[src/rtl/cache_mem_pkg.sv]
// cache_mem_pkg: shared types and defaults for the cache line-transfer
// controller (state enum, address field widths, words per line).
package cache_mem_pkg;

  localparam int TAG_W      = 13;
  localparam int LINE_W     = 7;
  localparam int WORD_W     = 3;
  localparam int LINE_WORDS = 1 << WORD_W;

  typedef enum logic [2:0] {
    IDLE,
    EV_ADDR,
    EV_LAT,
    EV_BUS,
    FL_BUS,
    FL_WR
  } state_e;

endpackage

[src/rtl/cache_mem_ctrl_seq.sv]
// line_word_seq: word sequencer for one line transfer.
// Holds start word and n counter; idx = (start + n) mod line words.
// Ports: CLK, RESET (sync, active-high), load/start (begin a line),
//   inc (word done), idx / idx_next (current / following word),
//   last (current word is the final one of the line).
module line_word_seq
  import cache_mem_pkg::*;
#(
  parameter int WORD_W = cache_mem_pkg::WORD_W
) (
  input  logic              CLK,
  input  logic              RESET,
  input  logic              load,
  input  logic [WORD_W-1:0] start,
  input  logic              inc,
  output logic [WORD_W-1:0] idx,
  output logic [WORD_W-1:0] idx_next,
  output logic              last
);

  localparam int NW = 1 << WORD_W;
  localparam logic [WORD_W:0] LAST_N = (WORD_W+1)'(NW - 1);

  logic [WORD_W-1:0] start_q, start_d;
  logic [WORD_W:0]   n_q, n_d;

  always_comb begin
    start_d = start_q;
    n_d     = n_q;
    if (load) begin
      start_d = start;
      n_d     = '0;
    end else if (inc) begin
      n_d = n_q + 1'b1;
    end
  end

  always_ff @(posedge CLK) begin
    if (RESET) begin
      start_q <= '0;
      n_q     <= '0;
    end else begin
      start_q <= start_d;
      n_q     <= n_d;
    end
  end

  // Index wraps naturally in WORD_W bits.
  assign idx      = start_q + n_q[WORD_W-1:0];
  assign idx_next = idx + 1'b1;
  assign last     = (n_q == LAST_N);

endmodule

[src/rtl/cache_mem_ctrl.sv]
// cache_mem_ctrl: moves one 8-word line between the cache data RAM
// port B and the external word bus (eviction or fill).
// Ports: CLK, RESET (sync, active-high); cache side REQ_C2M, REQ_M2C,
//   NEW_TAG_A, OLD_TAG_A, LINE, WORD, DONE; RAM port B MEM_WE, MEM_A,
//   MEM_WD, MEM_RD; external bus EXT_REQ, EXT_WE, EXT_A, EXT_WD,
//   EXT_RD, EXT_ACK. All outputs registered.
// Build option: CACHE_MEM_CWF_EN makes fills critical-word-first.
module cache_mem_ctrl
  import cache_mem_pkg::*;
#(
  parameter int TAG_W  = cache_mem_pkg::TAG_W,
  parameter int LINE_W = cache_mem_pkg::LINE_W,
  parameter int WORD_W = cache_mem_pkg::WORD_W
) (
  input  logic                           CLK,
  input  logic                           RESET,
  input  logic                           REQ_C2M,
  input  logic                           REQ_M2C,
  input  logic [TAG_W-1:0]               NEW_TAG_A,
  input  logic [TAG_W-1:0]               OLD_TAG_A,
  input  logic [LINE_W-1:0]              LINE,
  input  logic [WORD_W-1:0]              WORD,
  output logic                           DONE,
  output logic                           MEM_WE,
  output logic [WORD_W-1:0]              MEM_A,
  output logic [31:0]                    MEM_WD,
  input  logic [31:0]                    MEM_RD,
  output logic                           EXT_REQ,
  output logic                           EXT_WE,
  output logic [TAG_W+LINE_W+WORD_W-1:0] EXT_A,
  output logic [31:0]                    EXT_WD,
  input  logic [31:0]                    EXT_RD,
  input  logic                           EXT_ACK
);

  localparam int AW = TAG_W + LINE_W + WORD_W;

  state_e            state_q, state_d;
  logic              prime_q, prime_d;
  logic [TAG_W-1:0]  tag_q, tag_d;
  logic [LINE_W-1:0] line_q, line_d;

  logic              done_q, done_d;
  logic              ext_req_q, ext_req_d;
  logic              ext_we_q, ext_we_d;
  logic [AW-1:0]     ext_a_q, ext_a_d;
  logic [31:0]       ext_wd_q, ext_wd_d;
  logic              mem_we_q, mem_we_d;
  logic [WORD_W-1:0] mem_a_q, mem_a_d;
  logic [31:0]       mem_wd_q, mem_wd_d;

  logic              seq_load;
  logic              seq_inc;
  logic [WORD_W-1:0] seq_start;
  logic [WORD_W-1:0] idx;
  logic [WORD_W-1:0] idx_next;
  logic              last;
  logic [WORD_W-1:0] fill_start;

`ifdef CACHE_MEM_CWF_EN
  assign fill_start = WORD;
`else
  logic unused_word;
  assign fill_start  = '0;
  assign unused_word = ^WORD;
`endif

  line_word_seq #(
    .WORD_W (WORD_W)
  ) u_seq (
    .CLK      (CLK),
    .RESET    (RESET),
    .load     (seq_load),
    .start    (seq_start),
    .inc      (seq_inc),
    .idx      (idx),
    .idx_next (idx_next),
    .last     (last)
  );

  always_comb begin
    state_d   = state_q;
    prime_d   = 1'b0;
    tag_d     = tag_q;
    line_d    = line_q;
    done_d    = done_q;
    ext_req_d = ext_req_q;
    ext_we_d  = ext_we_q;
    ext_a_d   = ext_a_q;
    ext_wd_d  = ext_wd_q;
    mem_we_d  = 1'b0;
    mem_a_d   = mem_a_q;
    mem_wd_d  = mem_wd_q;
    seq_load  = 1'b0;
    seq_inc   = 1'b0;
    seq_start = '0;
    unique case (state_q)
      IDLE: begin
        if (REQ_C2M) begin
          state_d  = EV_ADDR;
          prime_d  = 1'b1;
          tag_d    = OLD_TAG_A;
          line_d   = LINE;
          done_d   = 1'b0;
          seq_load = 1'b1;
        end else if (REQ_M2C) begin
          state_d   = FL_BUS;
          prime_d   = 1'b1;
          tag_d     = NEW_TAG_A;
          line_d    = LINE;
          done_d    = 1'b0;
          seq_load  = 1'b1;
          seq_start = fill_start;
        end
      end
      // First cycle after leaving IDLE loads word-0 outputs
      // from the freshly latched request.
      EV_ADDR: begin
        if (prime_q) begin
          mem_a_d = idx;
        end else begin
          state_d = EV_LAT;
        end
      end
      EV_LAT: begin
        ext_wd_d  = MEM_RD;
        ext_req_d = 1'b1;
        ext_we_d  = 1'b1;
        ext_a_d   = {tag_q, line_q, idx};
        state_d   = EV_BUS;
      end
      EV_BUS: begin
        if (EXT_ACK) begin
          ext_req_d = 1'b0;
          ext_we_d  = 1'b0;
          seq_inc   = 1'b1;
          if (last) begin
            state_d = IDLE;
            done_d  = 1'b1;
          end else begin
            state_d = EV_ADDR;
            mem_a_d = idx_next;
          end
        end
      end
      FL_BUS: begin
        if (prime_q) begin
          ext_req_d = 1'b1;
          ext_we_d  = 1'b0;
          ext_a_d   = {tag_q, line_q, idx};
        end else if (EXT_ACK) begin
          ext_req_d = 1'b0;
          mem_wd_d  = EXT_RD;
          mem_we_d  = 1'b1;
          mem_a_d   = idx;
          state_d   = FL_WR;
        end
      end
      FL_WR: begin
        seq_inc = 1'b1;
        if (last) begin
          state_d = IDLE;
          done_d  = 1'b1;
        end else begin
          ext_req_d = 1'b1;
          ext_a_d   = {tag_q, line_q, idx_next};
          state_d   = FL_BUS;
        end
      end
      default: begin
        state_d = IDLE;
        done_d  = 1'b1;
      end
    endcase
  end

  always_ff @(posedge CLK) begin
    if (RESET) begin
      state_q   <= IDLE;
      prime_q   <= 1'b0;
      tag_q     <= '0;
      line_q    <= '0;
      done_q    <= 1'b1;
      ext_req_q <= 1'b0;
      ext_we_q  <= 1'b0;
      ext_a_q   <= '0;
      ext_wd_q  <= '0;
      mem_we_q  <= 1'b0;
      mem_a_q   <= '0;
      mem_wd_q  <= '0;
    end else begin
      state_q   <= state_d;
      prime_q   <= prime_d;
      tag_q     <= tag_d;
      line_q    <= line_d;
      done_q    <= done_d;
      ext_req_q <= ext_req_d;
      ext_we_q  <= ext_we_d;
      ext_a_q   <= ext_a_d;
      ext_wd_q  <= ext_wd_d;
      mem_we_q  <= mem_we_d;
      mem_a_q   <= mem_a_d;
      mem_wd_q  <= mem_wd_d;
    end
  end

  assign DONE    = done_q;
  assign EXT_REQ = ext_req_q;
  assign EXT_WE  = ext_we_q;
  assign EXT_A   = ext_a_q;
  assign EXT_WD  = ext_wd_q;
  assign MEM_WE  = mem_we_q;
  assign MEM_A   = mem_a_q;
  assign MEM_WD  = mem_wd_q;

endmodule

[config.mk]
export PLATFORM = sky130hd
export DESIGN_NAME = cache_mem_ctrl
export DESIGN_NICKNAME = d
export VERILOG_FILES = /design/src/rtl/cache_mem_pkg.sv /design/src/rtl/cache_mem_ctrl_seq.sv /design/src/rtl/cache_mem_ctrl.sv
export SDC_FILE = /design/constraint.sdc
export NUM_CORES = 1
export LEC_CHECK = 0
export BUFFER_PORTS_ARGS = -buffer_cell sky130_fd_sc_hd__buf_2
export CORE_UTILIZATION = 39
export DETAILED_ROUTE_END_ITERATION = 8
export MAX_ROUTING_LAYER = met4
export PLACE_DENSITY = 0.67
export SYNTH_ARGS = -nofsm -noshare
export SYNTH_HDL_FRONTEND = slang
export SYNTH_SLANG_ARGS = --single-unit
[constraint.sdc]
create_clock -name CLK -period 3.05 [get_ports CLK]
set_clock_uncertainty 0.05 [all_clocks]
set_input_delay 0.1525 -clock CLK [delete_from_list [all_inputs] [get_ports CLK]]
set_output_delay 0.1525 -clock CLK [all_outputs]
set_load 0.01 [all_outputs]
==> out/qor.csv, run 1 <==
metric,value,unit
status,completed,
core,12110,um^2
regArea,2442,um^2
crit_type,flop to flop,
gp_congestion,0.8470,
r2r_cells,4,
dieArea,12970,um^2
synth-edff-count,0,
reg2reg_slack,710,ps
postLayoutCoreUtil,59.52,%
clk_path_buf_depth,2,
place_area,5899,um^2
io_pins,199,
yosysSeqAreaShare,50.04,%
rows,40,
final_max_slew_viol_count,0,
layout_common_cells,"buf_2 (194), nand2_1 (151), dfxtp_1 (122)",
syn_avg_cell_area,8.148,um^2
cts_root_buf,clkbuf_16,
hold_end,tag_q[1]$_SDFFE_PP0P_,
cp.arrival,2590,ps
grt_pass1_vias,4992,
grt_max_degree,76,
clk_pin_slew,50,ps
p_per_area,797.9,nW/um^2
ir_drop,0.4185,mV
hp-class,input port to flop,
total_power,0.005753,W
syn_nets,705,
routed-via-count,5123,
max_cap_viol_count,0,
p_sw_share,32.28,%
die_h,113.9,um
die_x,113.9,um
required,3300,ps
period_needed,2336,ps
worstHoldStart,NEW_TAG_A[1],
drt_iter0_markers,390,
hpwl,9077,um
combPwrFrac,27.7,%
cts_tree,yes,
synth_flop_cell,dfxtp_1,
layout-area-overhead-vs-synth,47.71,%
slew_headroom,37.00,%
ys_ff_latch,122,
syn-instance-count,599,
routed_wl,14580,um
crit_path_start_kind,flop,
remaining_drc_errors,0,
wl_per_cell,14.33,um
multiInputGateArea,2190,um^2
postSynth.asyncResetShare,0,%
r2r_start,state_q[2]$_SDFFE_PP0P_,
antenna_found_initial,0,
cp_max_fo,22,
start_util,40.30,%
grt_setup_unrepaired,no,
ant_nets,0,
rr_endpoint,EXT_A[1]$_SDFFE_PP0P_,
p_int,0.003896,W
grtUsageTotal,23.81,%
yosys.cell_types.count,47,
overflow,0,
holdBufCountCts,71,
tightest_slew,944.9,ps
cts_max_level,4,
fmax,428.1,MHz
cts_setup_buffers,0,
place_inst,917,
hold_path_depth,3,
cts_buffers,17,
p_leak,3.121,nW
layout_commonest_cell,buf_2,
drive_gt1_share,28.24,%
port_buffers,195,
n_antenna_cell,0,
cts_resized,0,
finish.instance_area,7209,um^2
yosysWarnings,0,
synth_area,4881,um^2
routed_via_density,5.032,
worstSetupEndpointType,flop,
instances_no_fill,1018,
grt_pass1_wl,23520,um
fillerInstances,1066,
setup-violations-final,0,
clock_power_share,35.4,%
drt_pass1_iterations,5,
p_switching,0.001857,W
hold_viol,0,
pwr-share-seq,36.9,%
nNetsFinal,945,
cts_sinks,122,
tns,0,ps
fin_crit_sh,76.58,%
clk_latency,410,ps
## layer usage
| layer | share of wire [%] | track usage [%] | vias to the layer above | wire, um |
|---|---|---|---|---|
| li1 | - | - | 2525 | - |
| met1 | 41 | 25.83 | 2345 | 6014 |
| met2 | 49 | 39.67 | 213 | 7128 |
| met3 | 6.7 | 6.748 | 40 | 971 |
| met4 | 3.2 | 12.55 | 0 | 469 |
| met5 | 0 | - | - | 0 |
## synthesized netlist by cell type (5+ instances only)
library cell,n,share of area [%]
clkbuf_1,36,2.8
nor2_1,25,1.9
buf_2,15,1.5
dfxtp_1,122,50
nand2_1,151,12
nand2b_1,5,0.64
o21ai_0,26,2.7
mux2i_1,15,3.1
nor2b_1,7,0.90
a211oi_1,13,2.0
nand3_1,23,2.4
nor3_1,7,0.72
a21oi_1,100,10
## through the flow
step,hold WS (ps),setup slack (ps)
after detailed placement,348.4,780.2
after CTS,17.15,735.1
after global placement,343.4,864.1
after global routing,51.73,557.6
final,32.81,714.2
after floorplan,238.5,1305
## final cells by class
cell class / count / area share [%]
flip-flops and latches: 122 / 33.88
multi-input cells: 420 / 30.37
repair buffers: 275 / 24.37
inverters: 3 / 0.1562
clock buffers: 22 / 6.300
clock inverters: 8 / 2.013
well taps: 168 / 2.916
## cells by family (layout without fill, tap and decap cells)
kind of cell | Yosys count | in the layout | share of synthesized area (%)
AO/OA/AOI/OAI | 162 | 162 | 18.76
XOR/XNOR | 4 | 4 | 0.7177
adder cells (fa/ha/maj) | 1 | 1 | 0.2563
buffers and inverters | 57 | 308 | 5.152
flip-flops | 122 | 122 | 50.04
multiplexers | 18 | 18 | 3.999
AND/OR/NAND/NOR | 235 | 235 | 21.07
## worst max-delay path by stage
| stage | start | cells after the start | endpoint | slack [ps] |
|---|---|---|---|---|
| 3_3_place_gp | state_q[2]$_SDFFE_PP0P_ | 4 | EXT_A[1]$_SDFFE_PP0P_ | 860 |
| 6_report | state_q[2]$_SDFFE_PP0P_ | 4 | EXT_A[1]$_SDFFE_PP0P_ | 710 |
| 4_1_cts | state_q[2]$_SDFFE_PP0P_ | 4 | EXT_A[1]$_SDFFE_PP0P_ | 740 |
| 3_5_place_dp | state_q[2]$_SDFFE_PP0P_ | 4 | EXT_A[1]$_SDFFE_PP0P_ | 780 |
| 2_1_floorplan | state_q[1]$_SDFFE_PP0P_ | 6 | MEM_A[0]$_SDFFE_PP0P_ | 1310 |
| 5_1_grt | state_q[2]$_SDFFE_PP0P_ | 4 | EXT_A[1]$_SDFFE_PP0P_ | 560 |
## registers in the layout, indices dropped and copies added, names as in the netlist
register   flops
DONE           1
EXT_A         23
EXT_REQ        1
EXT_WD        32
EXT_WE         1
MEM_A          3
MEM_WD        32
MEM_WE         1
line_q         7
prime_q        1
state_q        3
tag_q         13
u_seq.n_q      4
## power by group through the flow
stage	clock (W)	sequential [W]	combinational, W
after global routing	0.00216	0.00216	0.00179
after global placement	0	0.00213	0.00149
after detailed placement	0	0.00215	0.00151
after floorplan	0	0.00212	0.00109
final	0.00204	0.00212	0.00159
after CTS	0.00208	0.00212	0.00159
## worst max-delay path, stage by stage, from the launching register on
cell and delay (ps):
dfxtp_1 730, nand2b_4 180, o21ai_2 790, a21oi_1 170, a311oi_1 310
(Power assumes the default switching activity.)
==> run 2, diff against run 1 <==
--- a/config.mk
+++ b/config.mk
@@ -5,11 +5,12 @@
 export SDC_FILE = /design/constraint.sdc
 export NUM_CORES = 1
 export LEC_CHECK = 0
+export ABC_AREA = 1
 export BUFFER_PORTS_ARGS = -buffer_cell sky130_fd_sc_hd__buf_2
 export CORE_UTILIZATION = 39
 export DETAILED_ROUTE_END_ITERATION = 8
 export MAX_ROUTING_LAYER = met4
-export PLACE_DENSITY = 0.67
+export PLACE_DENSITY = 0.7
 export SYNTH_ARGS = -nofsm -noshare
 export SYNTH_HDL_FRONTEND = slang
 export SYNTH_SLANG_ARGS = --single-unit
==> constraint.sdc (replaced) <==
create_clock -name CLK -period 2.1 [get_ports CLK]
set_clock_uncertainty 0.05 [all_clocks]
set_input_delay 0.105 -clock CLK [delete_from_list [all_inputs] [get_ports CLK]]
set_output_delay 0.105 -clock CLK [all_outputs]
set_load 0.01 [all_outputs]
==> run 2 against run 1 <==
Against the previous run: the run now ends with DRC left; sequential power increased by 60%; critical path depth increased by 3; routed wire length decreased by 6.4%; clock power increased by 30%.
==> out/qor.csv, run 2 <==
metric,value,unit,change
failed_checks,DRC,,
dieArea,12570,um^2,-3.1%
crit_type,flop to flop,,
clk_path_buf_depth,2,,unchanged
p_sw_share,36.81,%,+4.5 points
gp_congestion,0.8286,,-2.2%
hold_viol,0,,unchanged
remaining_drc_errors,14,,+14
syn_nets,724,,+2.7%
slew_headroom,60.57,%,+24 points
grtUsageTotal,23.47,%,-0.34 points
reg2reg_slack,260,ps,-450 ps
synthTopCellsByCount,"nor2_1 (194), dfxtp_1 (122), o21ai_0 (94), nand2_1 (84), inv_1 (18)",,
cts_buffers,17,,unchanged
finish.instance_area,7291,um^2,+1.1%
tns,0,ps,unchanged
routed-via-count,5003,,-2.3%
status,finished with violations,,
period_needed,1841,ps,-495.0 ps
fillerInstances,1027,,-3.7%
synth_area_leaders,"dfxtp_1 (52%), nor2_1 (15%), o21ai_0 (9.9%)",,
io_pins,199,,unchanged
fmax,543.2,MHz,+27%
n_antenna_cell,0,,unchanged
layout_common_cells,"buf_2 (195), nor2_1 (194), dfxtp_1 (122)",,
crit_path_start_kind,flop,,
drt_iter0_markers,307,,-21%
instances_no_fill,1059,,+4.0%
routed_wl,13640,um,-6.4%
yosysTopAreaCell,dfxtp_1,,
synth-edff-count,0,,unchanged
overflow,0,,unchanged
ant_nets,0,,unchanged
synth_area,4730,um^2,-3.1%
layout_commonest_cell,buf_2,,
grt_setup_unrepaired,no,,
yosysSeqAreaShare,51.64,%,+1.6 points
tightest_slew,590.7,ps,-354.2 ps
yosysWarnings,0,,unchanged
rows,39,,-2.5%
p_leak,3.630,nW,+16%
r2r_start,state_q[0]$_SDFFE_PP0P_,,
die_x,112.1,um,-1.5%
clk_latency,410,ps,about the same
synth_top_area_share,51.64,%,+1.6 points
pwr-share-seq,35.8,%,-1.1 points
cts_setup_buffers,0,,unchanged
grt_pass1_vias,4885,,-2.1%
synth_most_common_cell,nor2_1,,
combPwrFrac,36.0,%,+8.3 points
cp.arrival,2090,ps,-500 ps
p_switching,0.003485,W,+88%
final_max_slew_viol_count,0,,unchanged
nNetsFinal,1009,,+6.8%
drive_gt1_share,27.40,%,-0.83 points
routed_via_density,4.724,,-6.1%
layout-area-overhead-vs-synth,54.15,%,
fin_crit_sh,87.66,%,+11 points
ir_drop,0.6832,mV,+63%
worstSetupEndpointType,flop,,
critPathLaunch,state_q[0]$_SDFFE_PP0P_,,
required,2350,ps,-950 ps
place_area,5764,um^2,-2.3%
cts_tree,yes,,
antenna_found_initial,0,,unchanged
wl_per_cell,12.88,um,-10%
grt_max_degree,44,,-42%
clk_pin_slew,50,ps,about the same
p_int,0.005983,W,+54%
hpwl,7793,um,-14%
core,11610,um^2,-4.1%
syn_avg_cell_area,7.653,um^2,-6.1%
cts_max_level,4,,unchanged
yosys.cell_types.count,30,,-36%
hp-class,input port to flop,,
grt_pass1_wl,22850,um,-2.8%
worstHoldStart,NEW_TAG_A[3],,
max_cap_viol_count,0,,unchanged
cts_root_buf,clkbuf_16,,
port_buffers,195,,unchanged
clock_power_share,28.1,%,-7.3 points
syn-instance-count,618,,+3.2%
start_util,40.72,%,+0.42 points
p_per_area,1299,nW/um^2,+63%
die_h,112.1,um,-1.5%
place_inst,930,,+1.4%
cts_sinks,122,,unchanged
setup-violations-final,0,,unchanged
postSynth.asyncResetShare,0,%,unchanged
drt_pass1_iterations,7,,+2
cp_max_fo,24,,+9.1%
synth_flop_cell,dfxtp_1,,
ys_ff_latch,122,,unchanged
[run 2: changes by cell type in the layout (fill, tap and decap cells not counted), moves of 8 or more]
| cell | previous run | this run |
|---|---|---|
| nand2_1 | 151 | 84 |
| inv_1 | 3 | 17 |
| nor2_1 | 24 | 194 |
| nand3_1 | 23 | 15 |
| o21ai_0 | 26 | 94 |
| a21oi_1 | 100 | 6 |
| o21ai_1 | 2 | 12 |
| a211oi_1 | 13 | 0 |
| dlygate4sd3_1 | 71 | 97 |
[run 2: timing repair]
item	4_1_cts	5_1_grt
hold buffers	97	0
endpoints found under the hold margin	87	0
resized for setup	0	0
[run 2: per-layer routing]
| layer | global-route usage (%) | vias to the layer above | routed length, um |
|---|---|---|---|
| met3 | 5.400 | 33 | 806 |
| li1 | - | 2549 | - |
| met4 | 10.84 | 0 | 391 |
| met2 | 38.92 | 182 | 6590 |
| met1 | 26.96 | 2239 | 5854 |
| met5 | - | - | 0 |
[run 2: worst max-delay path, cell delays in order (launching register included)]
cell and delay (ps):
dfxtp_1 610, nor2_2 100, nand3_2 130, nand2_2 110
nor2_8 310, inv_4 200, nor2_1 160, nor2_1 60
[run 2: cell families (layout without fill, tap and decap cells)]
kind of cell / after synthesis / count (layout) / share of synthesized area (%)
and+or+nand+nor: 306 / 306 / 26.38
muxes: 13 / 13 / 2.751
DFF: 122 / 122 / 51.64
xor gates and xnor gates: 3 / 3 / 0.5557
adders and majority gates: 1 / 1 / 0.2645
AOI/OAI and AO/OA: 115 / 115 / 12.38
buffers and inverters: 58 / 356 / 6.031
[run 2: final cells by class]
type	count	area [um^2]	area share, %
clock buffer	26	519.2	7.122
clock inverter	6	36.28	0.4977
inverter	24	92.59	1.270
multi-input combinational	438	2002	27.46
sequential	122	2442	33.50
tap	143	178.9	2.454
timing repair buffer	300	2019	27.70
[run 2: per-stage QoR]
step / total power, W / hold WS, ps / setup WS, ps / utilization [%]
floorplan: 0.005714 / 117.4 / 633.1 / -
global placement: 0.006595 / 254.6 / 314.8 / 49.63
detailed placement: 0.006644 / 256.5 / 282.7 / 49.63
CTS: 0.009488 / 19.02 / 248.3 / 62.78
global route: 0.01016 / 17.47 / 98.84 / 62.78
finish: 0.009468 / 20.13 / 259.2 / 62.78
[run 2: final timing paths]
kind,endpoint,cells past startpoint
setup / recovery,EXT_A[22]$_SDFFE_PP0P_,7
hold / removal,tag_q[3]$_SDFFE_PP0P_,3
setup reg to reg,EXT_A[22]$_SDFFE_PP0P_,7
hold reg to reg,line_q[4]$_SDFFE_PP0P_,2
[run 2: power groups by stage]
stage | sequential (W) | clock [W] | combinational (W)
3_5_place_dp | 0.00342 | 0 | 0.00322
2_1_floorplan | 0.00359 | 0 | 0.00213
5_1_grt | 0.00348 | 0.00284 | 0.00384
6_report | 0.00339 | 0.00266 | 0.00341
4_1_cts | 0.00339 | 0.00271 | 0.00339
3_3_place_gp | 0.00341 | 0 | 0.00319
